**src/rtl/data_stream_dist_aes_rf_if.sv**
```systemverilog
// Byte-stream AXI-Stream link (tdata/tvalid/tready/tlast) shared by the
// distributor's input and both of its outputs.
interface my_axis_if #(
  parameter int DATA_WIDTH = 8
);
  logic [DATA_WIDTH-1:0] tdata;
  logic                  tvalid;
  logic                  tready;
  logic                  tlast;

  modport master (output tdata, output tvalid, output tlast, input tready);
  modport slave  (input tdata, input tvalid, input tlast, output tready);
endinterface

```
**src/rtl/data_stream_dist_aes_rf.sv**
```systemverilog
// 1:2 receive-side stream distributor: steers packets to the cipher path (m0)
// or the other path (m1), locking the route per packet, one-deep slice per output.
//
// state | meaning
// IDLE  | between packets; route follows wm/en combinationally
// BUSY  | mid-packet; route frozen to the value latched on the first beat
module data_stream_dist_aes_rf #(
  parameter int DATA_WIDTH = 8,
  parameter int CNT_WIDTH  = 16
) (
  input  logic                 clk,
  input  logic                 rst,
  input  logic                 en,
  input  logic [1:0]           wm,
  my_axis_if.slave             s_axis,
  my_axis_if.master            m0_axis,
  my_axis_if.master            m1_axis,
  output logic                 busy,
  output logic                 route,
  output logic [CNT_WIDTH-1:0] pkt_cnt0,
  output logic [CNT_WIDTH-1:0] pkt_cnt1
);

  typedef enum logic {IDLE, BUSY} state_t;

  state_t                state_q, state_d;
  logic                  route_q, route_d;
  logic                  sel_c0;
  logic                  req_route;
  logic                  eff_route;
  logic                  accept;
  logic [1:0]            m_rdy;
  logic [1:0]            ld_ok;
  logic [1:0]            load;
  logic [1:0]            v_q;
  logic [1:0]            l_q;
  logic [DATA_WIDTH-1:0] d_q [2];

  assign sel_c0    = (wm == 2'b01) || ((wm == 2'b00) && en);
  assign req_route = ~sel_c0;
  assign eff_route = (state_q == BUSY) ? route_q : req_route;

  assign m_rdy  = {m1_axis.tready, m0_axis.tready};
  assign ld_ok  = ~v_q | m_rdy;

  assign s_axis.tready = eff_route ? ld_ok[1] : ld_ok[0];
  assign accept        = s_axis.tvalid && s_axis.tready;
  assign load          = {accept && eff_route, accept && !eff_route};

  always_ff @(posedge clk or posedge rst) begin
    if (rst) begin
      state_q <= IDLE;
      route_q <= 1'b0;
    end else begin
      state_q <= state_d;
      route_q <= route_d;
    end
  end

  always_comb begin
    state_d = state_q;
    route_d = route_q;
    case (state_q)
      IDLE: begin
        if (accept && !s_axis.tlast) begin
          state_d = BUSY;
          route_d = eff_route;
        end
      end
      BUSY: begin
        if (accept && s_axis.tlast) begin
          state_d = IDLE;
        end
      end
      default: state_d = IDLE;
    endcase
  end

  // A load in the same cycle as a drain simply overwrites the departing beat.
  always_ff @(posedge clk or posedge rst) begin
    if (rst) begin
      v_q <= '0;
      l_q <= '0;
      for (int i = 0; i < 2; i++) d_q[i] <= '0;
    end else begin
      for (int i = 0; i < 2; i++) begin
        if (load[i]) begin
          v_q[i] <= 1'b1;
          d_q[i] <= s_axis.tdata;
          l_q[i] <= s_axis.tlast;
        end else if (m_rdy[i] && v_q[i]) begin
          v_q[i] <= 1'b0;
        end
      end
    end
  end

  always_ff @(posedge clk or posedge rst) begin
    if (rst) begin
      pkt_cnt0 <= '0;
      pkt_cnt1 <= '0;
    end else begin
      if (v_q[0] && m_rdy[0] && l_q[0]) pkt_cnt0 <= pkt_cnt0 + 1'b1;
      if (v_q[1] && m_rdy[1] && l_q[1]) pkt_cnt1 <= pkt_cnt1 + 1'b1;
    end
  end

  assign m0_axis.tvalid = v_q[0];
  assign m0_axis.tdata  = d_q[0];
  assign m0_axis.tlast  = l_q[0];
  assign m1_axis.tvalid = v_q[1];
  assign m1_axis.tdata  = d_q[1];
  assign m1_axis.tlast  = l_q[1];

  assign busy  = (state_q == BUSY);
  assign route = eff_route;

endmodule

```
**src/flat_wrapper.sv**
```systemverilog
// flat-port wrapper written by rule: the top's interface ports become plain ports
module data_stream_dist_aes_rf_flat 
#(
  parameter int DATA_WIDTH = 8,
  parameter int CNT_WIDTH  = 16
)
  (clk, rst, en, wm, busy, route, pkt_cnt0, pkt_cnt1, s_axis_tdata, s_axis_tvalid, s_axis_tlast, s_axis_tready, m0_axis_tdata, m0_axis_tvalid, m0_axis_tlast, m0_axis_tready, m1_axis_tdata, m1_axis_tvalid, m1_axis_tlast, m1_axis_tready);
  my_axis_if #(.DATA_WIDTH(DATA_WIDTH)) s_axis_i ();
  my_axis_if #(.DATA_WIDTH(DATA_WIDTH)) m0_axis_i ();
  my_axis_if #(.DATA_WIDTH(DATA_WIDTH)) m1_axis_i ();
  input  logic clk;
  input  logic rst;
  input  logic en;
  input  logic [1:0] wm;
  output logic busy;
  output logic route;
  output logic [CNT_WIDTH-1:0] pkt_cnt0;
  output logic [CNT_WIDTH-1:0] pkt_cnt1;
  input wire logic [$bits(s_axis_i.tdata)-1:0] s_axis_tdata;
  input wire logic [$bits(s_axis_i.tvalid)-1:0] s_axis_tvalid;
  input wire logic [$bits(s_axis_i.tlast)-1:0] s_axis_tlast;
  output wire logic [$bits(s_axis_i.tready)-1:0] s_axis_tready;
  output wire logic [$bits(m0_axis_i.tdata)-1:0] m0_axis_tdata;
  output wire logic [$bits(m0_axis_i.tvalid)-1:0] m0_axis_tvalid;
  output wire logic [$bits(m0_axis_i.tlast)-1:0] m0_axis_tlast;
  input wire logic [$bits(m0_axis_i.tready)-1:0] m0_axis_tready;
  output wire logic [$bits(m1_axis_i.tdata)-1:0] m1_axis_tdata;
  output wire logic [$bits(m1_axis_i.tvalid)-1:0] m1_axis_tvalid;
  output wire logic [$bits(m1_axis_i.tlast)-1:0] m1_axis_tlast;
  input wire logic [$bits(m1_axis_i.tready)-1:0] m1_axis_tready;
  assign s_axis_i.tdata = s_axis_tdata;
  assign s_axis_i.tvalid = s_axis_tvalid;
  assign s_axis_i.tlast = s_axis_tlast;
  assign s_axis_tready = s_axis_i.tready;
  assign m0_axis_tdata = m0_axis_i.tdata;
  assign m0_axis_tvalid = m0_axis_i.tvalid;
  assign m0_axis_tlast = m0_axis_i.tlast;
  assign m0_axis_i.tready = m0_axis_tready;
  assign m1_axis_tdata = m1_axis_i.tdata;
  assign m1_axis_tvalid = m1_axis_i.tvalid;
  assign m1_axis_tlast = m1_axis_i.tlast;
  assign m1_axis_i.tready = m1_axis_tready;
  data_stream_dist_aes_rf #(.DATA_WIDTH(DATA_WIDTH), .CNT_WIDTH(CNT_WIDTH)) u_core (.clk(clk), .rst(rst), .en(en), .wm(wm), .s_axis(s_axis_i), .m0_axis(m0_axis_i), .m1_axis(m1_axis_i), .busy(busy), .route(route), .pkt_cnt0(pkt_cnt0), .pkt_cnt1(pkt_cnt1));
endmodule
```
**config.mk**
```make
export PLATFORM = sky130hd
export DESIGN_NAME = data_stream_dist_aes_rf_flat
export DESIGN_NICKNAME = d
export VERILOG_FILES = /design/src/rtl/data_stream_dist_aes_rf_if.sv /design/src/rtl/data_stream_dist_aes_rf.sv /design/src/flat_wrapper.sv
export SDC_FILE = /design/constraint.sdc
export NUM_CORES = 1
export LEC_CHECK = 0
export CELL_PAD_IN_SITES_DETAIL_PLACEMENT = 2
export CELL_PAD_IN_SITES_GLOBAL_PLACEMENT = 2
export CORE_UTILIZATION = 25
export CTS_CLUSTER_SIZE = 24
export DETAILED_ROUTE_END_ITERATION = 7
export PLACE_DENSITY_LB_ADDON = 0.1
export SYNTH_ARGS = -nofsm -noshare
export SYNTH_HDL_FRONTEND = slang
export SYNTH_SLANG_ARGS = --single-unit
```
**constraint.sdc**
```tcl
create_clock -name clk -period 1.8 [get_ports clk]
set_clock_uncertainty 0.05 [all_clocks]
set_input_delay 0.45 -clock clk [delete_from_list [all_inputs] [get_ports clk]]
set_output_delay 0.45 -clock clk [all_outputs]
set_load 0.005 [all_outputs]
```
==> flow_metrics.env <==
export IMPL_status="finished, violations left"
export IMPL_violations="DRC, setup timing"
export IMPL_top_level_ports=72
export IMPL_p_per_area_nw_per_um2=1180
export IMPL_yosys_area_top_type_share=0.580
export IMPL_fmax_mhz=502
export IMPL_path_clk_slew_ps=100
export IMPL_cts_tree="built"
export IMPL_drive_gt1_frac=0.298
export IMPL_drcViolationCount=3
export IMPL_p_leak_nw=1.62
export IMPL_fin_crit_ps=1990
export IMPL_rows=34
export IMPL_netlist_area_um2=2330
export IMPL_yosys_cell_types_count=31
export IMPL_routed_wl_mm=6.30
export IMPL_syn2layout_area_growth_pct=56.4
export IMPL_synthCells=183
export IMPL_port_buffers=71
export IMPL_grt_antenna_before_repair=0
export IMPL_yosys_top_cells_area="dfrtp_1 (58%), mux2_2 (9.7%), xnor2_1 (7.5%)"
export IMPL_ff2ff_path_depth=6
export IMPL_initial_core_util=0.262
export IMPL_die_area_um2=9710
export IMPL_cts_buffer_depth=2
export IMPL_arrival_ps=1490
export IMPL_postRouteAntennaNets=0
export IMPL_critPathMaxFanout=3
export IMPL_synthFlopType="dfrtp_1"
export IMPL_n_antenna_cell=0
export IMPL_hold_viol=0
export IMPL_final_nets=317
export IMPL_fin_cells=407
export IMPL_grtUsageMet3=0.0376
export IMPL_dp_cells=377
export IMPL_grtUsageTotal=0.137
export IMPL_use_met2=0.219
export IMPL_wl_per_cell_um=15.5
export IMPL_start_kind="input port"
export IMPL_worst_slack_ps=-190
export IMPL_grt_pass1_vias=1985
export IMPL_die_h_um=98.5
export IMPL_die_w_um=98.5
export IMPL_h_tree_depth=2
export IMPL_p_total_mw=4.29
export IMPL_drtIter0Drc=28
export IMPL_critPathRequiredTime_ps=1300
export IMPL_fin_hold_ws_ps=402
export IMPL_use_met1=0.181
export IMPL_syn_num_nets=202
export IMPL_maxSlewHeadroom=0.793
export IMPL_period_share=1.11
export IMPL_vias=1859
export IMPL_worstSetupPathType="in -> out"
export IMPL_synth_largest_area_cell="dfrtp_1"
export IMPL_critPathLaunch="m0_axis_tready"
export IMPL_finalSetupViolCount=6
export IMPL_globalplace_congestion=0.771
export IMPL_maxCapViolCount=0
export IMPL_critPathCaptureType="primary output"
export IMPL_ys_seq_area_frac=0.580
export IMPL_grt_max_degree=31
export IMPL_hold_path_class="in -> async"
export IMPL_dpl_worst_slack_ps=-736
export IMPL_synth_commonest_cells="dfrtp_1 (54), mux2_2 (20), xnor2_1 (20), nand2_1 (14), nand3_1 (12)"
export IMPL_r2r_end="u_core.m0_axis.tdata[4]"
export IMPL_yosys_warnings=0
export IMPL_overflow=0
export IMPL_worst_pin_slew_ps=309
export IMPL_core_area_um2=8890
export IMPL_r2r_slack_ps=0
export IMPL_drtPass1Iterations=7
export IMPL_avgSynthCellArea_um2=12.7
export IMPL_yosysMostFrequentCell="dfrtp_1"
export IMPL_clk_insertion_delay_late_ps=300
export IMPL_grt_busiest_layer="met2"
export IMPL_cts_root_buf="clkbuf_8"
export IMPL_synth_edf_count=0
export IMPL_rsz0062_at_grt="yes"
export IMPL_ys_seq_elements=54
export IMPL_grt_first_pass_wirelength_mm=10.4
export IMPL_hpwl_mm=4.45
export IMPL_drv_slew=0
export IMPL_holdBufCountCts=0
export IMPL_synthArstFlopShare=1.00
export IMPL_numCtsBuffers=5
export IMPL_vias_per_cell=4.57
export IMPL_fin_util=0.410
export IMPL_irDropWorstVdd_mv=0.434
export IMPL_num_fill_cells=947
export IMPL_clkSinkCount=54
## worst max path at each step
stage / end / slack, ps / cells past startpoint
after floorplan: s_axis_tready / 130 / 4
after global placement: s_axis_tready / -690 / 6
after detailed placement: s_axis_tready / -740 / 6
after CTS: s_axis_tready / -250 / 5
after global routing: s_axis_tready / -250 / 5
final: s_axis_tready / -190 / 5
## timing repair
action,CTS,global route
setup endpoints to repair,33,18
pin swaps,3,3
gates resized for setup,29,6
buffers inserted,10,11
gates cloned,1,0
## registers in the layout (all words and copies together) (netlist names), named ones only
register              count
u_core.pkt_cnt1          16
u_core.m1_axis.tdata      8
u_core.l_q                2
u_core.route_q            1
u_core.v_q                2
u_core.pkt_cnt0          16
u_core.m0_axis.tdata      8
## power breakdown
| group | leakage, nW | internal [mW] | switching (mW) | total (mW) |
|---|---|---|---|---|
| logic | 0.887 | 1.17 | 0.640 | 1.81 |
| registers | 0.683 | 1.54 | 0.213 | 1.75 |
| clock network | 0.0472 | 0.311 | 0.417 | 0.727 |
| total | 1.62 | 3.02 | 1.27 | 4.29 |
## cell families (layout without fill, tap and decap cells)
logic type,Yosys count,in the layout,synth area share
AO/OA/AOI/OAI,6,6,0.0177
XOR/XNOR,30,30,0.113
buffers and inverters,6,121,0.0113
flip-flops,54,54,0.580
multiplexers,22,22,0.107
AND/OR/NAND/NOR,63,64,0.160
adder cells (fa/ha/maj),2,2,0.0107
## area by class of cell
cell class | instances | area, um2 | area share
multi-input cells | 124 | 1010 | 0.278
flip-flops and latches | 54 | 1360 | 0.373
inverters | 5 | 22.5 | 0.00618
clock inverters | 2 | 12.5 | 0.00343
well taps | 108 | 135 | 0.0371
repair buffers | 108 | 1020 | 0.280
clock buffers | 6 | 82.6 | 0.0227
## metal layers
metal	vias up	wire, um	share of wire
li1	868	-	-
met1	938	2880	0.46
met2	49	3020	0.48
met3	4	334	0.053
met4	0	58	0.0092
met5	-	0	0
## placed cells by master (no fill, tap or decap), types with 2 or more instances in the layout
master / netlist / layout
clkdlybuf4s50_1: 0 / 63
dfrtp_1: 54 / 49
buf_4: 1 / 32
xnor2_1: 20 / 20
mux2_2: 20 / 16
nand2_1: 14 / 13
nand3_1: 12 / 12
xor2_1: 10 / 10
nand4_1: 8 / 8
nor2_1: 8 / 8
clkbuf_8: 0 / 6
mux2_4: 1 / 5
dlygate4sd2_1: 0 / 5
dfrtp_2: 0 / 5
and3_1: 4 / 4
and4_1: 3 / 3
nor3_1: 4 / 3
inv_1: 5 / 3
buf_6: 0 / 3
nand2b_1: 2 / 2
clkinvlp_4: 0 / 2
ha_1: 2 / 2
buf_12: 0 / 2
## worst max-delay path: stages
cell,delay [ps]
clkdlybuf4s50_1,430
or2b_4,280
mux2i_4,150
inv_1,50
buf_2,120
## metrics by stage
| stage | TNS (ps) | cell area (um2) |
|---|---|---|
| final | -284 | 3640 |
| after CTS | -321 | 3540 |
| after global placement | -11530 | 3320 |
| after floorplan | 0 | 2330 |
| after global routing | -511 | 3640 |
| after detailed placement | -12750 | 3320 |
No activity file was read; power rests on OpenSTA's default activity.
